## src/rtl/stoch_to_binary.sv

```systemverilog
// ---------------------------------------------------------------------------
// stoch_to_binary
//
// Decodes a unipolar stochastic bitstream into a binary estimate. It counts
// the ones over a window of 2^WIN_LOG2 valid bits. It then scales that count
// by the full-scale value (nummax) carried with the stream. The result is
// returned as {count, value, nummax} through a valid/ready handshake.
//
// Ports:
//   clk         in   rising-edge clock
//   rst         in   synchronous active-high reset
//   start       in   request to begin a window; latches nummax_in
//   nummax_in   in   full-scale value of the incoming stream
//   bit_in      in   stochastic stream bit
//   bit_valid   in   bit_in is sampled this cycle (ACCUM only)
//   busy        out  high while accumulating or holding a result
//   out_valid   out  result registers are valid
//   out_ready   in   downstream accepts the result
//   count       out  number of ones in the window (0..2^WIN_LOG2)
//   value       out  (count*nummax) >> WIN_LOG2, truncated or rounded
//   nummax_out  out  nummax that was latched for this window
// ---------------------------------------------------------------------------
module stoch_to_binary #(
    parameter int WIN_LOG2 = 8,
    parameter int NUM_W    = 9,
    parameter int ROUND    = 0
) (
    input  logic                clk,
    input  logic                rst,
    input  logic                start,
    input  logic [NUM_W-1:0]    nummax_in,
    input  logic                bit_in,
    input  logic                bit_valid,
    output logic                busy,
    output logic                out_valid,
    input  logic                out_ready,
    output logic [WIN_LOG2:0]   count,
    output logic [NUM_W-1:0]    value,
    output logic [NUM_W-1:0]    nummax_out
);

    localparam int CW = WIN_LOG2 + 1;
    localparam int PW = WIN_LOG2 + 1 + NUM_W;

    // The sample counter equals this on the cycle that takes the final bit.
    localparam logic [CW-1:0] LAST_SAMPLE = CW'((1 << WIN_LOG2) - 1);

    // Half an LSB of the shifted result, added only when rounding is enabled.
    localparam logic [PW-1:0] ROUND_ADD =
        (ROUND != 0) ? (PW'(1) << (WIN_LOG2 - 1)) : '0;

    typedef enum logic [1:0] {IDLE, ACCUM, HOLD} state_t;

    state_t             state_q, state_d;
    logic [CW-1:0]      sampleCnt_q, sampleCnt_d;
    logic [CW-1:0]      onesCnt_q, onesCnt_d;
    logic [NUM_W-1:0]   nummaxLat_q, nummaxLat_d;
    logic [CW-1:0]      count_q, count_d;
    logic [NUM_W-1:0]   value_q, value_d;
    logic [NUM_W-1:0]   nummaxOut_q, nummaxOut_d;
    logic               outValid_q, outValid_d;

    logic [CW-1:0]      onesNext;
    logic [PW-1:0]      product;
    logic [PW-1:0]      rounded;
    logic [NUM_W-1:0]   scaledValue;
    logic               lastBit;

    // The scaling is computed from the ones total that includes the bit being
    // accepted. That way the result can be registered on the same edge that
    // takes the final bit. The product is wide enough that count=2^WIN_LOG2
    // gives exactly nummax after the shift, so no saturation is needed.
    always_comb begin
        onesNext    = onesCnt_q + CW'(bit_in);
        product     = PW'(onesNext) * PW'(nummaxLat_q);
        rounded     = product + ROUND_ADD;
        scaledValue = NUM_W'(rounded >> WIN_LOG2);
        lastBit     = (state_q == ACCUM) && bit_valid && (sampleCnt_q == LAST_SAMPLE);
    end

    // Next-state logic. In HOLD, a start that coincides with the transfer
    // opens the next window immediately, so windows can run back to back.
    always_comb begin
        state_d     = state_q;
        sampleCnt_d = sampleCnt_q;
        onesCnt_d   = onesCnt_q;
        nummaxLat_d = nummaxLat_q;
        count_d     = count_q;
        value_d     = value_q;
        nummaxOut_d = nummaxOut_q;
        outValid_d  = outValid_q;

        case (state_q)
            IDLE: begin
                if (start) begin
                    nummaxLat_d = nummax_in;
                    sampleCnt_d = '0;
                    onesCnt_d   = '0;
                    state_d     = ACCUM;
                end
            end
            ACCUM: begin
                if (bit_valid) begin
                    sampleCnt_d = sampleCnt_q + CW'(1);
                    onesCnt_d   = onesNext;
                end
                if (lastBit) begin
                    count_d     = onesNext;
                    value_d     = scaledValue;
                    nummaxOut_d = nummaxLat_q;
                    outValid_d  = 1'b1;
                    state_d     = HOLD;
                end
            end
            HOLD: begin
                if (outValid_q && out_ready) begin
                    outValid_d = 1'b0;
                    if (start) begin
                        nummaxLat_d = nummax_in;
                        sampleCnt_d = '0;
                        onesCnt_d   = '0;
                        state_d     = ACCUM;
                    end else begin
                        state_d = IDLE;
                    end
                end
            end
            default: begin
                state_d = IDLE;
            end
        endcase
    end

    // State and result registers. Reset discards any partial or pending
    // result and clears the visible outputs.
    always_ff @(posedge clk) begin
        if (rst) begin
            state_q     <= IDLE;
            sampleCnt_q <= '0;
            onesCnt_q   <= '0;
            nummaxLat_q <= '0;
            count_q     <= '0;
            value_q     <= '0;
            nummaxOut_q <= '0;
            outValid_q  <= 1'b0;
        end else begin
            state_q     <= state_d;
            sampleCnt_q <= sampleCnt_d;
            onesCnt_q   <= onesCnt_d;
            nummaxLat_q <= nummaxLat_d;
            count_q     <= count_d;
            value_q     <= value_d;
            nummaxOut_q <= nummaxOut_d;
            outValid_q  <= outValid_d;
        end
    end

    assign busy       = (state_q != IDLE);
    assign out_valid  = outValid_q;
    assign count      = count_q;
    assign value      = value_q;
    assign nummax_out = nummaxOut_q;

endmodule

```

## config.mk

```make
export PLATFORM = sky130hd
export DESIGN_NAME = stoch_to_binary
export DESIGN_NICKNAME = d
export VERILOG_FILES = /design/src/rtl/stoch_to_binary.sv
export SDC_FILE = /design/constraint.sdc
export NUM_CORES = 1
export LEC_CHECK = 0
export BUFFER_PORTS_ARGS = -buffer_cell sky130_fd_sc_hd__buf_2
export CAP_MARGIN = 20
export CELL_PAD_IN_SITES_DETAIL_PLACEMENT = 1
export CELL_PAD_IN_SITES_GLOBAL_PLACEMENT = 1
export CORE_UTILIZATION = 31
export CTS_BUF_LIST = sky130_fd_sc_hd__clkbuf_4 sky130_fd_sc_hd__clkbuf_8 sky130_fd_sc_hd__clkbuf_16
export CTS_CLUSTER_DIAMETER = 60
export DETAILED_ROUTE_END_ITERATION = 8
export PLACE_DENSITY_LB_ADDON = 0.1
export SYNTH_ARGS = -nofsm -noshare
export SYNTH_HDL_FRONTEND = slang
export SYNTH_SLANG_ARGS = --single-unit
```

## constraint.sdc

```tcl
create_clock -name clk -period 7.8 [get_ports clk]
set_input_delay 1.17 -clock clk [delete_from_list [all_inputs] [get_ports clk]]
set_output_delay 1.17 -clock clk [all_outputs]
set_load 0.05 [all_outputs]
```

==> impl_metrics.yaml, run 1 <==
outcome:
  status: "complete, but fails checks"
  violations: "DRC"
clock_network:
  cts_tree: "done"
  numCtsBuffers: 9
  clk_pin_slew_worst_paths_ns: 0.06
  post_cts_buffers: 0
  clock_latency_ns: 0.34
  cts_resized: 0
  htree_levels: 3
  cts.sinks: 57
  hold_buffers: 0
  clk_path_buf_depth: 2
  clockRootBuffer: "clkbuf_16"
timing:
  rsz0062_at_grt: "no"
  tightest_slew_ns: 0.803
  fin_crit_ns: 6.60
  setup_viol: 0
  skew_ns: 0.00432
  final-max-slew-violation-count: 0
  fmax_mhz: 151
  fin_tns_setup_ns: 0
  timing.final.crit_share_pct: 84.6
  max_slew_margin_pct: 46.3
  hold_violations: 0
yosys:
  synth-edff-count: 0
  yosysSeqAreaShare_pct: 24.3
  synth_seq_cells: 57
  syn_inst: 548
  synthArstFlopShare_pct: 0
  synthFlopType: "dfxtp_1"
  ys.warnings.count: 0
  synth_area_per_cell_sq_um: 8.56
  syn-num-nets: 648
  syn_area_sq_um: 4690
  synth_cell_types: 47
pwr:
  p_leak_nw: 2.60
  switchingPower_mw: 0.199
  power_frac_comb_pct: 5.4
  switching_share_pct: 26.0
  max-vdd-ir-drop_mv: 0.0908
  p_per_area_nw_per_um2: 141
  p_seq_share_pct: 40.2
  p_int_mw: 0.567
  power_frac_clock_pct: 54.4
setup_path:
  cp.required_ns: 8.09
  cp_slowest_cell: "xor2_1"
  worst-path-max-fanout: 10
  cp_top_family: "adder cells"
  rr_startpoint: "onesCnt_q[0]"
  critPathKind: "in2reg"
  crit_path_start: "bit_in"
  critPathLaunchType: "input pin"
  worstPathBufferInverterCount: 4
  cp.arrival_ns: 6.89
  timing.critical_path.to_type: "flop"
  ff2ff_path_depth: 19
  r2r_slack_ns: 1.76
  cpMostUsedCell: "fa_1"
  reg2reg_to: "value[7]"
  critical-path-max-stage-delay_ns: 0.67
  path_cells: "buf_2 > ha_1 > ha_1 > nand3_2 > nor2_1 > xor2_1 > nand2_1 > fa_1 > inv_1 > fa_1 > fa_1 > inv_1 > fa_1 > inv_1 > ha_1 > o2111ai_1 > o21ai_1 > o211ai_1 > a2111oi_0 > a311o_1"
die:
  dieWidth_microns: 125
  die_h_microns: 125
  fp.coreArea_sq_um: 14600
  start_util_pct: 32.0
  die_area_sq_um: 15600
  io_pins: 44
  fp-row-count: 44
grt:
  overflow: 0
  antenna_found_initial: 0
  grt_usage_pct: 18.3
  grt_max_degree: 58
  grt_pass1_wl_microns: 22300
  grt_pass1_vias: 4274
drt:
  drt-pass1-iter-count: 6
  routed_via_density: 4.91
  first_iter_violations: 114
  wire_per_inst_microns: 16.6
  final_antenna_net_count: 0
  drc_errors: 8
  finalWirelength_microns: 12800
  vias: 3799
place:
  dp.final_hpwl_microns: 9440
  gp_congestion: 0.763
  port_buffers: 43
hold_path:
  hold_class: "reg2reg"
  hold_start: "value[3]"
  worstHoldPathCells: 2
  worstHoldEndpoint: "value[3]"
layout:
  syn_to_final_growth_pct: 15.4
  drive_gt1_share_pct: 13.4
  antenna_cells: 0
  utilization_pct: 37.0
  mostFrequentLayoutCell: "nand2_1"
  fillers: 1742
  layout_common_cells: "nand2_1 (76), dfxtp_1 (57), inv_1 (55)"
  nets: 684
run:
  cap_violations: 0
[cells by family after synthesis]
family / count (synthesis) / synth area share [%]
XOR/XNOR: 18 / 3.36
AO/OA/AOI/OAI: 69 / 9.47
AND/OR/NAND/NOR: 226 / 23.7
multiplexers: 9 / 1.92
buffers and inverters: 84 / 6.83
flip-flops: 57 / 24.3
adder cells (fa/ha/maj): 85 / 30.4
[metal layers]
metal,track usage [%],vias up,part of all wire (%)
li1,-,1859,-
met1,23.7,1884,48
met2,30.8,40,48
met3,3.38,16,2.4
met4,6.03,0,1.6
met5,0,-,0
[power by group through the flow]
stage               Sequential (mW)  Combinational [mW]  Clock [mW]
floorplan                     0.304              0.0334           0
global placement              0.315              0.0420           0
detailed placement            0.314              0.0427           0
CTS                           0.308              0.0430       0.430
global route                  0.309              0.0469       0.442
finish                        0.308              0.0413       0.417
[flip-flops by register name, summed over array words and instances (netlist names)]
signal,count
count,9
nummaxLat_q,9
nummax_out,9
onesCnt_q,9
out_valid,1
sampleCnt_q,9
state_q,2
value,9
[worst reg2reg max path, delay by kind of cell (launching register included)]
kind / cells / cell delay [ns]
flops: 1 / 0.35
compound gates: 5 / 1.43
xor+xnor: 1 / 0.67
simple gates: 3 / 0.58
buf+inv: 3 / 0.16
fa+ha+maj: 7 / 2.81
[per-stage QoR]
step	hold slack [ns]	worst slack, ns	power, mW	instance area (sq um)	cells
2_1_floorplan	0.454	1.77	0.337	4690	548
3_3_place_gp	0.439	1.09	0.357	5110	757
3_5_place_dp	0.447	0.797	0.357	5110	757
4_1_cts	0.456	1.13	0.781	5420	773
5_1_grt	0.473	0.700	0.798	5420	773
6_report	0.451	1.20	0.766	5420	773
[Yosys cell counts, types with 3 or more instances]
cell,n,area (sq um)
a21oi_1,25,125
a31oi_1,3,18.8
a211oi_1,4,30.0
nor3_1,18,90.1
nand2_1,76,285
nor2_1,44,165
nand2b_1,4,25.0
ha_1,37,463
fa_1,48,961
and2_1,43,269
nand3_1,13,65.1
mux2i_1,9,90.1
a21o_1,5,37.5
nand4_1,5,31.3
nor3b_1,3,22.5
nand3b_1,4,30.0
o211ai_1,3,22.5
a22oi_1,8,60.1
buf_2,4,20.0
dfxtp_1,57,1140
xor2_1,7,61.3
inv_1,55,206
xnor2_1,11,96.3
clkbuf_1,23,86.3
o21a_1,3,22.5
o21ai_0,8,40.0
[how the worst max path moves through the flow]
stage	endpoint	slack [ns]	depth (start not counted)
floorplan	value[7]	1.77	20
global placement	value[7]	1.09	20
detailed placement	value[7]	0.80	20
CTS	value[7]	1.13	20
global route	value[7]	0.70	20
finish	value[7]	1.20	20
[area by class of cell]
type / instances / area [sq um] / share of cell area [%]
clock buffers: 10 / 239 / 4.41
well taps: 184 / 230 / 4.25
multi-input cells: 407 / 3230 / 59.7
clock inverters: 6 / 67.6 / 1.25
repair buffers: 54 / 298 / 5.50
inverters: 55 / 206 / 3.81
flip-flops and latches: 57 / 1140 / 21.1
Power figures use the tool's default switching activity.
==> run 2, diff against run 1 <==
clock period = 6.31 ns   (was 7.8 ns; I/O delays follow)
==> run 2 against run 1 <==
  * The run still ends with DRC left
  * Sequential cell count did not move
  * Final cell count rose by 1.0%
  * Die area did not move
  * Clock-buffer cell count did not move
  * Non-clock buffer count rose by 8
  * Worst setup slack got worse by 0.79 ns
  * Highest routed layer unchanged
  * Global-route usage fell by 0.57 points
  * Via count rose by 1.8%
  * Clock power rose by 13%
  * Largest power group unchanged
==> impl_metrics.yaml, run 2 (synthesized netlist as in run 1, its figures left out) <==
timing:
  timing.final.crit_share_pct: 93.6
  fin_crit_ns: 5.90
  skew_ns: 0.00812
  tightest_slew_ns: 0.658
  setup_viol: 0
  fmax_mhz: 169
  max_slew_margin_pct: 56.2
  final-max-slew-violation-count: 0
  hold_violations: 0
  rsz0062_at_grt: "no"
clock_network:
  clk_path_buf_depth: 2
  numCtsBuffers: 9
  cts.sinks: 57
  clock_latency_ns: 0.35
  htree_levels: 3
  hold_buffers: 0
  cts_tree: "done"
  clockRootBuffer: "clkbuf_16"
  clk_pin_slew_worst_paths_ns: 0.06
die:
  io_pins: 44
  dieWidth_microns: 125
  start_util_pct: 32.0
  fp-row-count: 44
  die_area_sq_um: 15600
  die_h_microns: 125
  fp.coreArea_sq_um: 14600
pwr:
  max-vdd-ir-drop_mv: 0.111
  p_per_area_nw_per_um2: 165
  p_leak_nw: 2.62
setup_path:
  cp.arrival_ns: 6.14
  cpMostUsedCell: "fa_1"
  critPathKind: "in2reg"
  worst-path-max-fanout: 10
  timing.critical_path.to_type: "flop"
  critPathLaunchType: "input pin"
  cp.required_ns: 6.55
  ff2ff_path_depth: 21
  cp_slowest_cell: "fa_1"
  critical-path-max-stage-delay_ns: 0.55
  path_cells: "buf_2 > ha_1 > ha_1 > nand3_2 > nor2_1 > xor2_1 > buf_4 > nand2_1 > fa_1 > inv_1 > fa_1 > fa_1 > inv_1 > fa_1 > inv_1 > ha_1 > a21oi_1 > nand2b_1 > o21ai_2 > o211ai_1 > a2111oi_0 > a311o_1"
grt:
  grt_usage_pct: 17.8
  antenna_found_initial: 0
  grt_pass1_vias: 4195
  grt_pass1_wl_microns: 21300
  overflow: 0
  grt_max_degree: 58
run:
  cap_violations: 0
layout:
  utilization_pct: 37.3
  final_area_sq_um: 5460
  nets: 692
  mostFrequentLayoutCell: "nand2_1"
  layout_common_cells: "nand2_1 (76), dfxtp_1 (57), inv_1 (55)"
  drive_gt1_share_pct: 14.7
  antenna_cells: 0
  syn_to_final_growth_pct: 16.3
place:
  port_buffers: 43
  gp_congestion: 0.755
  dp.final_hpwl_microns: 9510
  placed_cell_area_sq_um: 5170
hold_path:
  hold_class: "reg2reg"
  worstHoldPathCells: 2
drt:
  first_iter_violations: 80
  final_antenna_net_count: 0
  drc_errors: 8
  vias: 3866
  wire_per_inst_microns: 16.3
  drt-pass1-iter-count: 6
  routed_via_density: 4.95
  finalWirelength_microns: 12700
outcome:
  status: "complete, but fails checks"
  violations: "DRC"
==> run 2: changes by cell type in the layout (fill, tap and decap cells not counted), sizes merged <==
| cell | before | now |
|---|---|---|
| buf | 54 | 62 |
| bufinv | 1 | 0 |
| clkinv | 3 | 2 |
| clkinvlp | 2 | 4 |
==> run 2: where the power goes <==
part / total [mW] / internal [mW] / switching [mW]
registers: 0.379 / 0.365 / 0.0142
logic: 0.0514 / 0.0189 / 0.0324
clock network: 0.471 / 0.276 / 0.195
==> run 2: final timing paths <==
check	slack, ns	endpoint	start
worst min-delay path	0.45	value[1]	value[1]
worst max-delay path	0.41	value[7]	bit_in
worst min register to register	0.45	value[1]	value[1]
worst max register to register	0.75	value[7]	onesCnt_q[0]
==> run 2: routing by layer <==
metal  part of all wire (%)  routed length [microns]  global-route usage (%)
met1                     47                     5970                    22.0
met2                     49                     6190                    30.1
met3                    2.1                      267                    2.95
met4                    2.5                      325                    8.68
met5                      0                        0                       0
==> run 2: cell type report <==
class,count,area [sq um]
Clock buffer,10,239
Tap cell,184,230
Sequential cell,57,1140
Timing Repair Buffer,62,358
Multi-Input combinational cell,407,3240
Fill cell,1734,9190
Clock inverter,6,43.8
Inverter,55,206
==> run 2: through the flow <==
stage | power (mW) | worst slack, ns | instances | setup TNS [ns] | hold WS, ns
4_1_cts | 0.923 | 0.334 | 781 | 0 | 0.454
6_report | 0.902 | 0.405 | 781 | 0 | 0.451
3_5_place_dp | 0.441 | -0.0295 | 765 | -0.0295 | 0.448
3_3_place_gp | 0.440 | 0.0975 | 765 | 0 | 0.439
5_1_grt | 0.938 | 0.0362 | 781 | 0 | 0.478
2_1_floorplan | 0.417 | 0.506 | 548 | 0 | 0.454
==> run 2: timing repair <==
action | in CTS | in global routing
setup endpoints to repair | 0 | 1
setup buffers | 0 | 0
gates resized for setup | 0 | 1
==> run 2: critical path: cells and delay by family <==
family	cells	cell delay, ns
fa+ha+maj	7	2.74
simple gates	4	0.66
xor+xnor	1	0.16
buf+inv	5	0.46
compound gates	5	1.17
